--- config.mk ---
export PLATFORM = sky130hd
export DESIGN_NAME = pipe_out_arbiter
export DESIGN_NICKNAME = d
export VERILOG_FILES = /design/src/rtl/pipe_out_arbiter.sv
export SDC_FILE = /design/constraint.sdc
export NUM_CORES = 1
export LEC_CHECK = 0
export ABC_AREA = 1
export BUFFER_PORTS_ARGS = -buffer_cell sky130_fd_sc_hd__buf_2
export CAP_MARGIN = 10
export CELL_PAD_IN_SITES_DETAIL_PLACEMENT = 0
export CELL_PAD_IN_SITES_GLOBAL_PLACEMENT = 2
export CORE_MARGIN = 2
export CORE_UTILIZATION = 23
export CTS_CLUSTER_SIZE = 20
export DETAILED_ROUTE_END_ITERATION = 10
export HOLD_SLACK_MARGIN = 0.15
export PLACE_DENSITY_LB_ADDON = 0.1
export SYNTH_ARGS = -nofsm -noshare
export SYNTH_HDL_FRONTEND = slang
export SYNTH_SLANG_ARGS = --single-unit
--- constraint.sdc ---
create_clock -name clk -period 2.4 [get_ports clk]
set_clock_uncertainty 0.1 [all_clocks]
set_input_delay 0.36 -clock clk [delete_from_list [all_inputs] [get_ports clk]]
set_output_delay 0.36 -clock clk [all_outputs]
set_load 0.02 [all_outputs]
--- src/rtl/pipe_out_arbiter.sv ---
// Round-robin arbiter sharing one block-throttled pipe-out endpoint between N source FIFOs.
// Each granted block is one header word followed by BLOCK_WORDS-1 payload words from the winner.
module pipe_out_arbiter #(
  parameter int N           = 4,
  parameter int BLOCK_WORDS = 256,
  parameter int CW          = 10
) (
  input  logic              clk,
  input  logic              reset,
  input  logic              enable,
  input  logic              pipe_out_read,
  output logic              pipe_out_ready,
  output logic [15:0]       pipe_out_data,
  input  logic [N*CW-1:0]   src_count,
  input  logic [N*16-1:0]   src_data,
  output logic [N-1:0]      src_rd,
  output logic [N-1:0]      grant,
  output logic [15:0]       blocks_sent,
  output logic              proto_err
);

  localparam int IW = $clog2(N);
  localparam int WW = $clog2(BLOCK_WORDS);

  typedef enum logic [1:0] {S_IDLE, S_ARB, S_RDY, S_XFER} state_t;

  state_t          state_q, state_d;
  logic [IW-1:0]   rr_ptr_q, rr_ptr_d;
  logic [IW-1:0]   src_idx_q, src_idx_d;
  logic [N-1:0]    grant_q, grant_d;
  logic            ready_q, ready_d;
  logic [7:0]      seq_q, seq_d;
  logic [15:0]     blocks_q, blocks_d;
  logic [WW-1:0]   word_idx_q, word_idx_d;
  logic            proto_err_q, proto_err_d;
  logic            hdr_sel_q, hdr_sel_d;
  logic [15:0]     hdr_q, hdr_d;

  logic [N-1:0]    qual;
  logic [15:0]     src_word [N];
  logic            win_found;
  logic [IW-1:0]   win_idx;
  logic [IW-1:0]   cand;

  for (genvar gi = 0; gi < N; gi++) begin : g_src
    assign qual[gi]     = src_count[gi*CW +: CW] >= CW'(BLOCK_WORDS - 1);
    assign src_word[gi] = src_data[gi*16 +: 16];
  end

  // Walk downward so the nearest qualifier after rr_ptr is the last one assigned.
  always_comb begin
    win_found = 1'b0;
    win_idx   = '0;
    cand      = '0;
    for (int k = N; k >= 1; k--) begin
      cand = IW'((int'(rr_ptr_q) + k) % N);
      if (qual[cand]) begin
        win_found = 1'b1;
        win_idx   = cand;
      end
    end
  end

  always_comb begin
    state_d     = state_q;
    rr_ptr_d    = rr_ptr_q;
    src_idx_d   = src_idx_q;
    grant_d     = grant_q;
    ready_d     = ready_q;
    seq_d       = seq_q;
    blocks_d    = blocks_q;
    word_idx_d  = word_idx_q;
    proto_err_d = proto_err_q;
    hdr_sel_d   = hdr_sel_q;
    hdr_d       = hdr_q;
    src_rd      = '0;
    case (state_q)
      S_IDLE: begin
        grant_d = '0;
        if (pipe_out_read) proto_err_d = 1'b1;
        if (enable) state_d = S_ARB;
      end
      S_ARB: begin
        // Clearing here also releases the grant held for the previous block's last word.
        grant_d = '0;
        if (pipe_out_read) proto_err_d = 1'b1;
        if (!enable) begin
          state_d = S_IDLE;
        end else if (win_found) begin
          grant_d   = N'(1) << win_idx;
          rr_ptr_d  = win_idx;
          src_idx_d = win_idx;
          ready_d   = 1'b1;
          hdr_d     = {4'hA, 1'b0, 3'(win_idx), seq_q};
          state_d   = S_RDY;
        end
      end
      S_RDY: begin
        if (pipe_out_read) begin
          hdr_sel_d  = 1'b1;
          word_idx_d = WW'(1);
          state_d    = S_XFER;
        end
      end
      S_XFER: begin
        if (pipe_out_read) begin
          src_rd    = grant_q;
          hdr_sel_d = 1'b0;
          if (word_idx_q == WW'(BLOCK_WORDS - 1)) begin
            word_idx_d = '0;
            ready_d    = 1'b0;
            seq_d      = seq_q + 8'd1;
            blocks_d   = blocks_q + 16'd1;
            state_d    = enable ? S_ARB : S_IDLE;
          end else begin
            word_idx_d = word_idx_q + WW'(1);
          end
        end
      end
      default: state_d = S_IDLE;
    endcase
  end

  always_ff @(posedge clk) begin
    if (reset) begin
      state_q     <= S_IDLE;
      rr_ptr_q    <= IW'(N - 1);
      src_idx_q   <= '0;
      grant_q     <= '0;
      ready_q     <= 1'b0;
      seq_q       <= '0;
      blocks_q    <= '0;
      word_idx_q  <= '0;
      proto_err_q <= 1'b0;
      hdr_sel_q   <= 1'b0;
      hdr_q       <= '0;
    end else begin
      state_q     <= state_d;
      rr_ptr_q    <= rr_ptr_d;
      src_idx_q   <= src_idx_d;
      grant_q     <= grant_d;
      ready_q     <= ready_d;
      seq_q       <= seq_d;
      blocks_q    <= blocks_d;
      word_idx_q  <= word_idx_d;
      proto_err_q <= proto_err_d;
      hdr_sel_q   <= hdr_sel_d;
      hdr_q       <= hdr_d;
    end
  end

  assign pipe_out_ready = ready_q;
  assign grant          = grant_q;
  assign blocks_sent    = blocks_q;
  assign proto_err      = proto_err_q;
  assign pipe_out_data  = hdr_sel_q ? hdr_q : ((|grant_q) ? src_word[src_idx_q] : 16'h0000);

endmodule

-- Word level (Yosys, flattened, before mapping)
Cells that the tools add are included.
- $lt $le $gt $ge: 9
- reduce and logical (&&, ||, !) cells: 12
- add/sub/neg operators: 7
- muxes and demuxes: 46
- equality and inequality tests: 11
- bitwise gates (word level): 1
- shift-type cells: 1
- divide/modulo/power cells: 0
- multiply operators: 0
- operators by type and width (kind ; number):
    $mux 16 ; 4
    $ge 10x8->1 const B ; 4
    $bmux 16 s2 ; 1
    $mux 8 ; 3
    $mux 2 ; 10
    $add 16x1->16 const B ; 1
    $add 8x1->8 const B ; 2
    $mux 4 ; 4
    $pmux 8 s2 ; 1
    $mux 1 ; 15
    $lt 2x3->1 const B ; 4
    $ne 2x2->1 const B ; 6
    $reduce_and 5->1 ; 2
    $reduce_and 3->1 ; 3
    $bmux 1 s2 ; 4
    $eq 8x8->1 const B ; 1
    $pmux 2 s4 ; 1
    $pmux 4 s2 ; 1
    $reduce_bool 2->1 ; 3
    $add 2x1->2 const B ; 2
    $add 2x2->2 const B ; 2
    $eq 2x2->1 const B ; 2
    $pmux 1 s2 ; 2
    $reduce_or 4->1 ; 1
    8 further kinds ; 8
- memory bits (writable): 0
- memory bits (read-only): 0
- register bits: 56
- bits of input ports: 108
- logic and storage cells: 98
- output and inout bits: 42
- memories: 0
- bits in latches: 0

-- Logic depth before layout (Yosys ltp)
Gate-level depths: netlist (run 1).
- depth in word-level cells: 11
- gate-level depth with buffers: 15
- mapped depth without buffers: 15

-- Worst setup path after synthesis (run 1)
OpenSTA, ideal clock, no wires.
- kind: register to output
- start: register grant_q[3] (netlist: grant[3])
- end: output port pipe_out_data[3]
- data required time: 1.940 ns
- path buffers: 2
- slack: 0.304 ns
- stages on the path, launching flop included: 6
- data arrival time: 1.636 ns
- path through: dfxtp_1 nor4_1 or2_2 clkbuf_1 clkbuf_1 o21ai_0
- cells in the longest elaborated chain, start to end: 3
- RTL lines (what ; RTL line ; source):
    start, declared ; 30 ; logic [N-1:0] grant_q, grant_d;
    start signal, assigned ; 141 ; grant_q <= grant_d;
    $reduce_or 4->1 ; 156 ; assign pipe_out_data = hdr_sel_q ? hdr_q : ((|grant_q) ? src_word[src_idx_q] : 16'h0000);
    $mux 16 (2 in a row) ; 156 ;
    end, declared ; 13 ; output logic [15:0] pipe_out_data,
Every way passes these cells.

-- Worst setup path in the final report (run 1)
- start: register grant_q[3] (netlist: grant[3])
- end: output port pipe_out_data[15]
The elaborated chain is that of the path after synthesis.

==> run_results.csv, run 1 <==
group,metric,value,unit
cells_and_area,drive_gt1_frac,0.282,
sta,final_max_slew_viol_count,0,
grt,grt_max_degree,34,
cells_and_area,antenna_cells,0,
cts,cts_tree,"done",
power_and_ir_drop,p_leak,2.13,nW
routing,routed_wl,10900,um
placed_design,io_buffers,149,
cts,htreeDepth,2,
cts,clock_sinks,54,
sta,finalCriticalPeriod,2.19,ns
floorplanning,core,14400,sq um
sta,setup_violations,0,
setup_path,startpoint_type,"register",
routing,ant_nets,0,
sta,grt_setup_unrepaired,"false",
cts,cts_buffers,5,
placed_design,gp_congestion,0.806,
routing,wl_per_cell,12.7,um
logic_synthesis,yosysTopAreaCellShare,0.322,
sta,tightest_slew,0.425,ns
routing,viasPerCell,4.47,
setup_path,crit_type,"reg -> out",
hold_path,hold_class,"in -> reg",
logic_synthesis,synth_area_leaders,"dfxtp_1 (32%), nand2_1 (12%), o21ai_0 (8.9%)",
logic_synthesis,yosysUniqueCellTypes,33,
logic_synthesis,synth_top_cell_by_area,"dfxtp_1",
cells_and_area,nets,788,
setup_path,cp.required,1.94,ns
sta,hold_viol_final,0,
setup_path,cp_max_fo,15,
grt,grt.total_usage,0.137,
cts,clock_latency,0.29,ns
floorplanning,fp.dieW,125,um
setup_path,crit_path_end_kind,"primary output",
logic_synthesis,yosys_warnings,0,
cells_and_area,utilization,0.311,
floorplanning,io_pins,150,
logic_synthesis,syn_nets,644,
power_and_ir_drop,powerDensity,514,nW/um^2
setup_path,cp.arrival,1.73,ns
floorplanning,die_y,125,um
floorplanning,core.rowCount,44,
logic_synthesis,netlist_instances,533,
floorplanning,start_util,0.234,
sta,relSlewSlack,0.716,
grt,antenna_found_initial,0,
cts,clk_pin_slew,0.07,ns
logic_synthesis,syn_avg_cell_area,6.30,sq um
routing,drt_drc_violations_left,0,
sta,fmax,0.456,GHz
grt,first_global_vias,3602,
routing,drt_iter0_markers,159,
run_status,status,"finished, final reports clean",
routing,via_count,3854,
cells_and_area,synthToLayoutAreaGrowth,33.3,%
placed_design,dpl.hpwl,8530,um
grt,globalRouteOverflowTotal,0,
setup_path,r2r_setup_slack,0.30,ns
logic_synthesis,ys_ff_latch,54,
cts,root_buffer,"clkbuf_16",
grt,grt_pass1_wl,17800,um
logic_synthesis,synth_area,3360,sq um
sta,fin_crit_sh,0.914,
cts,postCtsSetupBuffers,0,
power_and_ir_drop,irDropWorstVdd,0.258,mV
sta,fin_setup_tns,0,ns
run,maxCapViolCount,0,
sta,hold_ws,0.341,ns
logic_synthesis,ys_seq_area_frac,0.322,
floorplanning,die-area,15600,sq um
cts,cts_buffer_depth,2,
routing,dr.pass1.iters,4,
-- layout make-up --
class	count	area (sq um)
clock buffer	7	143
clock inverter	1	5.00
fill	1609	9890
inverter	61	234
multi-input combinational	396	1950
sequential	54	1080
tap	184	230
timing repair buffer	159	837
-- final timing paths --
check                                                start                           end  depth (start not counted)
worst min-delay path                         pipe_out_read        proto_err$_SDFFE_PP0P_                          3
worst max register to register  word_idx_q[0]$_SDFFE_PP0P_  blocks_sent[13]$_SDFFE_PP0P_                          9
worst max-delay path                 grant[3]$_SDFFE_PP0N_             pipe_out_data[15]                          5
worst min register to register      proto_err$_SDFFE_PP0P_        proto_err$_SDFFE_PP0P_                          2
-- cell usage after synthesis --
cell type  number
o22ai_1        10
clkinv_2        1
nand3_1        28
inv_1          56
nor3_2          6
xnor2_1         2
a21oi_1        54
o211ai_1        2
nor3_4          2
and3_1          2
o21ai_0        60
clkbuf_1       16
o21ai_1         2
nand2_2         5
or2_2           1
nand4_4         2
ha_1            3
xor2_1          4
buf_6           2
dfxtp_1        54
nor2_2          3
nor4_1          3
buf_2           4
nor3_1         12
o21a_1          1
o32ai_1         2
nand2_1       108
a211oi_1        2
nor3b_1         1
nand4_1         5
nor2_1         75
a31oi_1         1
inv_2           4
-- worst max-delay path: stages (launching register included) --
cell	delay (ns)
dfxtp_1	0.40
nor4_1	0.09
buf_4	0.15
or2_4	0.30
o32ai_1	0.27
buf_2	0.23
-- what timing repair did --
action                                  in CTS  in global routing
hold buffers                                 0                  0
endpoints found under the setup margin       0                 10
resized for setup                            0                  3
endpoints found under the hold margin        0                  0
-- flip-flops by register name, summed over array words and instances, names as in the netlist, 2 cells and up, named ones only --
| register | cells |
|---|---|
| word_idx_q | 8 |
| grant | 4 |
| hdr_q | 10 |
| blocks_sent | 16 |
| rr_ptr_q | 2 |
| seq_q | 8 |
-- through the flow --
stage,area (sq um),power [mW],instances,setup slack [ns]
after CTS,4470,2.34,862,0.0377
after global placement,4320,1.60,854,0.298
after detailed placement,4320,1.59,854,0.266
after global routing,4480,2.47,862,0.0491
final,4480,2.30,862,0.206
after floorplan,3360,1.37,533,0.304
-- per-layer routing --
metal / global-route usage / wire (um) / up-vias
li1: - / - / 2043
met1: 0.177 / 5180 / 1692
met2: 0.231 / 5030 / 109
met3: 0.0271 / 554 / 10
met4: 0.0405 / 159 / 0
met5: 0 / 0 / -
-- power by group --
part	switching [mW]	total [mW]	internal [mW]	leakage (nW)
Clock	0.317	0.731	0.414	0.0739
Sequential	0.0332	0.969	0.936	0.437
Combinational	0.369	0.602	0.233	1.62
Total	0.719	2.30	1.58	2.13
-- cells in the final DEF (no fill, tap or decap), types with 5 or more instances in the layout --
| cell type | count |
|---|---|
| inv_1 | 55 |
| clkbuf_16 | 5 |
| a21oi_1 | 54 |
| o22ai_1 | 10 |
| nor2_1 | 75 |
| nor3_2 | 6 |
| dfxtp_1 | 54 |
| o21ai_0 | 60 |
| nand2_2 | 5 |
| buf_4 | 8 |
| nand3_1 | 28 |
| buf_2 | 149 |
| nand2_1 | 108 |
| nor3_1 | 12 |
| nand4_1 | 5 |
-- cells by family (layout without fill, tap and decap cells) --
group | count (synthesis) | after routing | synth area share
flops | 54 | 54 | 0.322
buf+inv | 83 | 228 | 0.0991
xor+xnor | 6 | 6 | 0.0157
simple gates | 253 | 253 | 0.342
fa+ha+maj | 3 | 3 | 0.0112
compound gates | 134 | 134 | 0.210
(Power assumes the default switching activity.)
==> run 2: changes to the inputs <==
Settings changed: CORE_MARGIN 2 to 3.
==> run 2 against run 1 <==
Count of clock-buffer cells in the layout unchanged; largest cell class unchanged; global-route usage down 0.34 points; routed wire length down 0.47%; highest routed layer unchanged.
==> run_results.csv, run 2 (same netlist as run 1, synthesis figures left out) <==
group,metric,value,unit
power_and_ir_drop,pwr-share-clk,0.321,
cells_and_area,most-common-layout-cells,"buf_2 (149), nand2_1 (108), nor2_1 (75), o21ai_0 (60), inv_1 (55)",
floorplanning,fp.dieW,127,um
routing,drt_iter0_markers,176,
floorplanning,die-area,16100,sq um
grt,first_global_vias,3627,
cts,clock_sinks,54,
power_and_ir_drop,seq_power_share,0.425,
setup_path,path_cells,"buf_6 -> o21ai_0 -> o22ai_1 -> inv_1 -> o21ai_0 -> buf_2",
run,maxCapViolCount,0,
sta,hold_viol_final,0,
routing,wl_met2,4930,um
routing,dr.max_layer_used,"met4",
routing,routed_wl,10900,um
cts,clk_pin_slew,0.07,ns
placed_design,pre_cts_ws,0.174,ns
cells_and_area,final_cells,856,
cts,postCtsSetupBuffers,0,
power_and_ir_drop,irDropWorstVdd,0.234,mV
routing,dr.pass1.iters,4,
setup_path,cp.arrival,1.78,ns
cells_and_area,final_area,4450,sq um
sta,tightest_slew,0.417,ns
power_and_ir_drop,powerDensity,517,nW/um^2
power_and_ir_drop,p_int,1.58,mW
cts,root_buffer,"clkbuf_16",
grt,grt_max_degree,34,
cells_and_area,largest_reg_flops,16,
grt,grt.total_usage,0.134,
setup_path,crit_path_end_kind,"primary output",
hold_path,hold_class,"in -> reg",
cells_and_area,synthToLayoutAreaGrowth,32.6,%
power_and_ir_drop,p_leak,2.12,nW
routing,wl_met1,5160,um
power_and_ir_drop,fin_total_pwr,2.30,mW
setup_path,cp_max_fo,33,
placed_design,io_buffers,149,
floorplanning,io_pins,150,
sta,setup_violations,0,
routing,wl_met3,675,um
cells_and_area,final_common_cell,"buf_2",
routing,viasPerCell,4.47,
placed_design,dpl.hpwl,8510,um
setup_path,cp.required,1.94,ns
sta,finalCriticalPeriod,2.24,ns
routing,wl_per_cell,12.7,um
placed_design,dp_cells,848,
floorplanning,die_y,127,um
floorplanning,core,14100,sq um
cells_and_area,nets,786,
setup_path,crit_type,"reg -> out",
cts,cts_buffer_depth,2,
routing,drt_drc_violations_left,0,
sta,fmax,0.446,GHz
setup_path,crit_slowest_cell,"dfxtp_1",
setup_path,startpoint_type,"register",
setup_path,crit_family,"compound AO/OA/AOI/OAI gates",
sta,setup_ws,0.158,ns
run_status,status,"finished, final reports clean",
cells_and_area,drive_gt1_frac,0.281,
routing,ant_nets,0,
grt,antenna_found_initial,0,
setup_path,slowest_delay,0.34,ns
sta,fin_crit_sh,0.934,
power_and_ir_drop,combinationalPowerShare,0.254,
cts,clock_latency,0.29,ns
grt,grt_pass1_wl,17900,um
setup_path,crit_top_cell,"o21ai_0",
placed_design,gp_congestion,0.765,
cells_and_area,antenna_cells,0,
sta,final_max_slew_viol_count,0,
cts,hold_buffers,0,
cells_and_area,fillers,1585,
sta,fin_setup_tns,0,ns
cts,htreeDepth,2,
cts,cts_resized,0,
placed_design,placed_cell_area,4300,sq um
grt,globalRouteOverflowTotal,0,
floorplanning,core.rowCount,43,
sta,relSlewSlack,0.720,
power_and_ir_drop,power.switching,0.722,mW
routing,via_count,3828,
cts,cts_buffers,5,
sta,grt_setup_unrepaired,"false",
cts,cts_tree,"done",
power_and_ir_drop,switching_share,0.314,
setup_path,critPathBufInv,3,
floorplanning,start_util,0.238,
==> run 2: changes by cell type in the layout (fill, tap and decap cells not counted) <==
cell        before  now
inv_2            4    5
buf_4            8    6
dfxtp_2          0    1
dfxtp_1         54   53
clkinvlp_4       1    0
==> run 2: layout make-up <==
class | instances | area (sq um) | area share
multi-input cells | 396 | 1950 | 0.437
flip-flops and latches | 54 | 1080 | 0.243
repair buffers | 157 | 822 | 0.185
inverters | 61 | 230 | 0.0517
well taps | 180 | 225 | 0.0506
clock buffers | 7 | 143 | 0.0320
clock inverters | 1 | 5.00 | 0.00112
==> run 2: worst min-delay path: stages <==
cell and delay (ns):
buf_2 0.18, a21oi_1 0.09, nor2_1 0.07
==> run 2: through the flow <==
| stage | util | hold slack (ns) |
|---|---|---|
| after global routing | 0.316 | 0.396 |
| after CTS | 0.315 | 0.347 |
| after detailed placement | 0.305 | 0.376 |
| after global placement | 0.305 | 0.367 |
| final | 0.316 | 0.343 |
| after floorplan | - | 0.349 |
==> run 2: power groups by stage <==
| stage | Clock [mW] | Combinational (mW) | Sequential [mW] |
|---|---|---|---|
| 6_report | 0.738 | 0.585 | 0.977 |
| 5_1_grt | 0.811 | 0.672 | 0.985 |
| 4_1_cts | 0.769 | 0.592 | 0.977 |
| 3_5_place_dp | 0 | 0.588 | 0.998 |
| 3_3_place_gp | 0 | 0.595 | 0.999 |
| 2_1_floorplan | 0 | 0.382 | 0.988 |
==> run 2: path summary, 6_finish.rpt <==
check                             startpoint                           end  slack, ns  cells after the start
setup / recovery   src_idx_q[0]$_SDFFE_PP0P_              pipe_out_data[3]       0.16                      6
hold / removal                 pipe_out_read        proto_err$_SDFFE_PP0P_       0.34                      3
setup reg to reg  word_idx_q[0]$_SDFFE_PP0P_  blocks_sent[13]$_SDFFE_PP0P_       0.26                      9
hold reg to reg       proto_err$_SDFFE_PP0P_        proto_err$_SDFFE_PP0P_       0.38                      2
==> run 2: per-layer routing <==
metal | vias to the layer above | GRT usage
li1 | 2043 | -
met1 | 1674 | 0.175
met2 | 103 | 0.226
met3 | 8 | 0.0265
met4 | 0 | 0.0322
met5 | - | 0
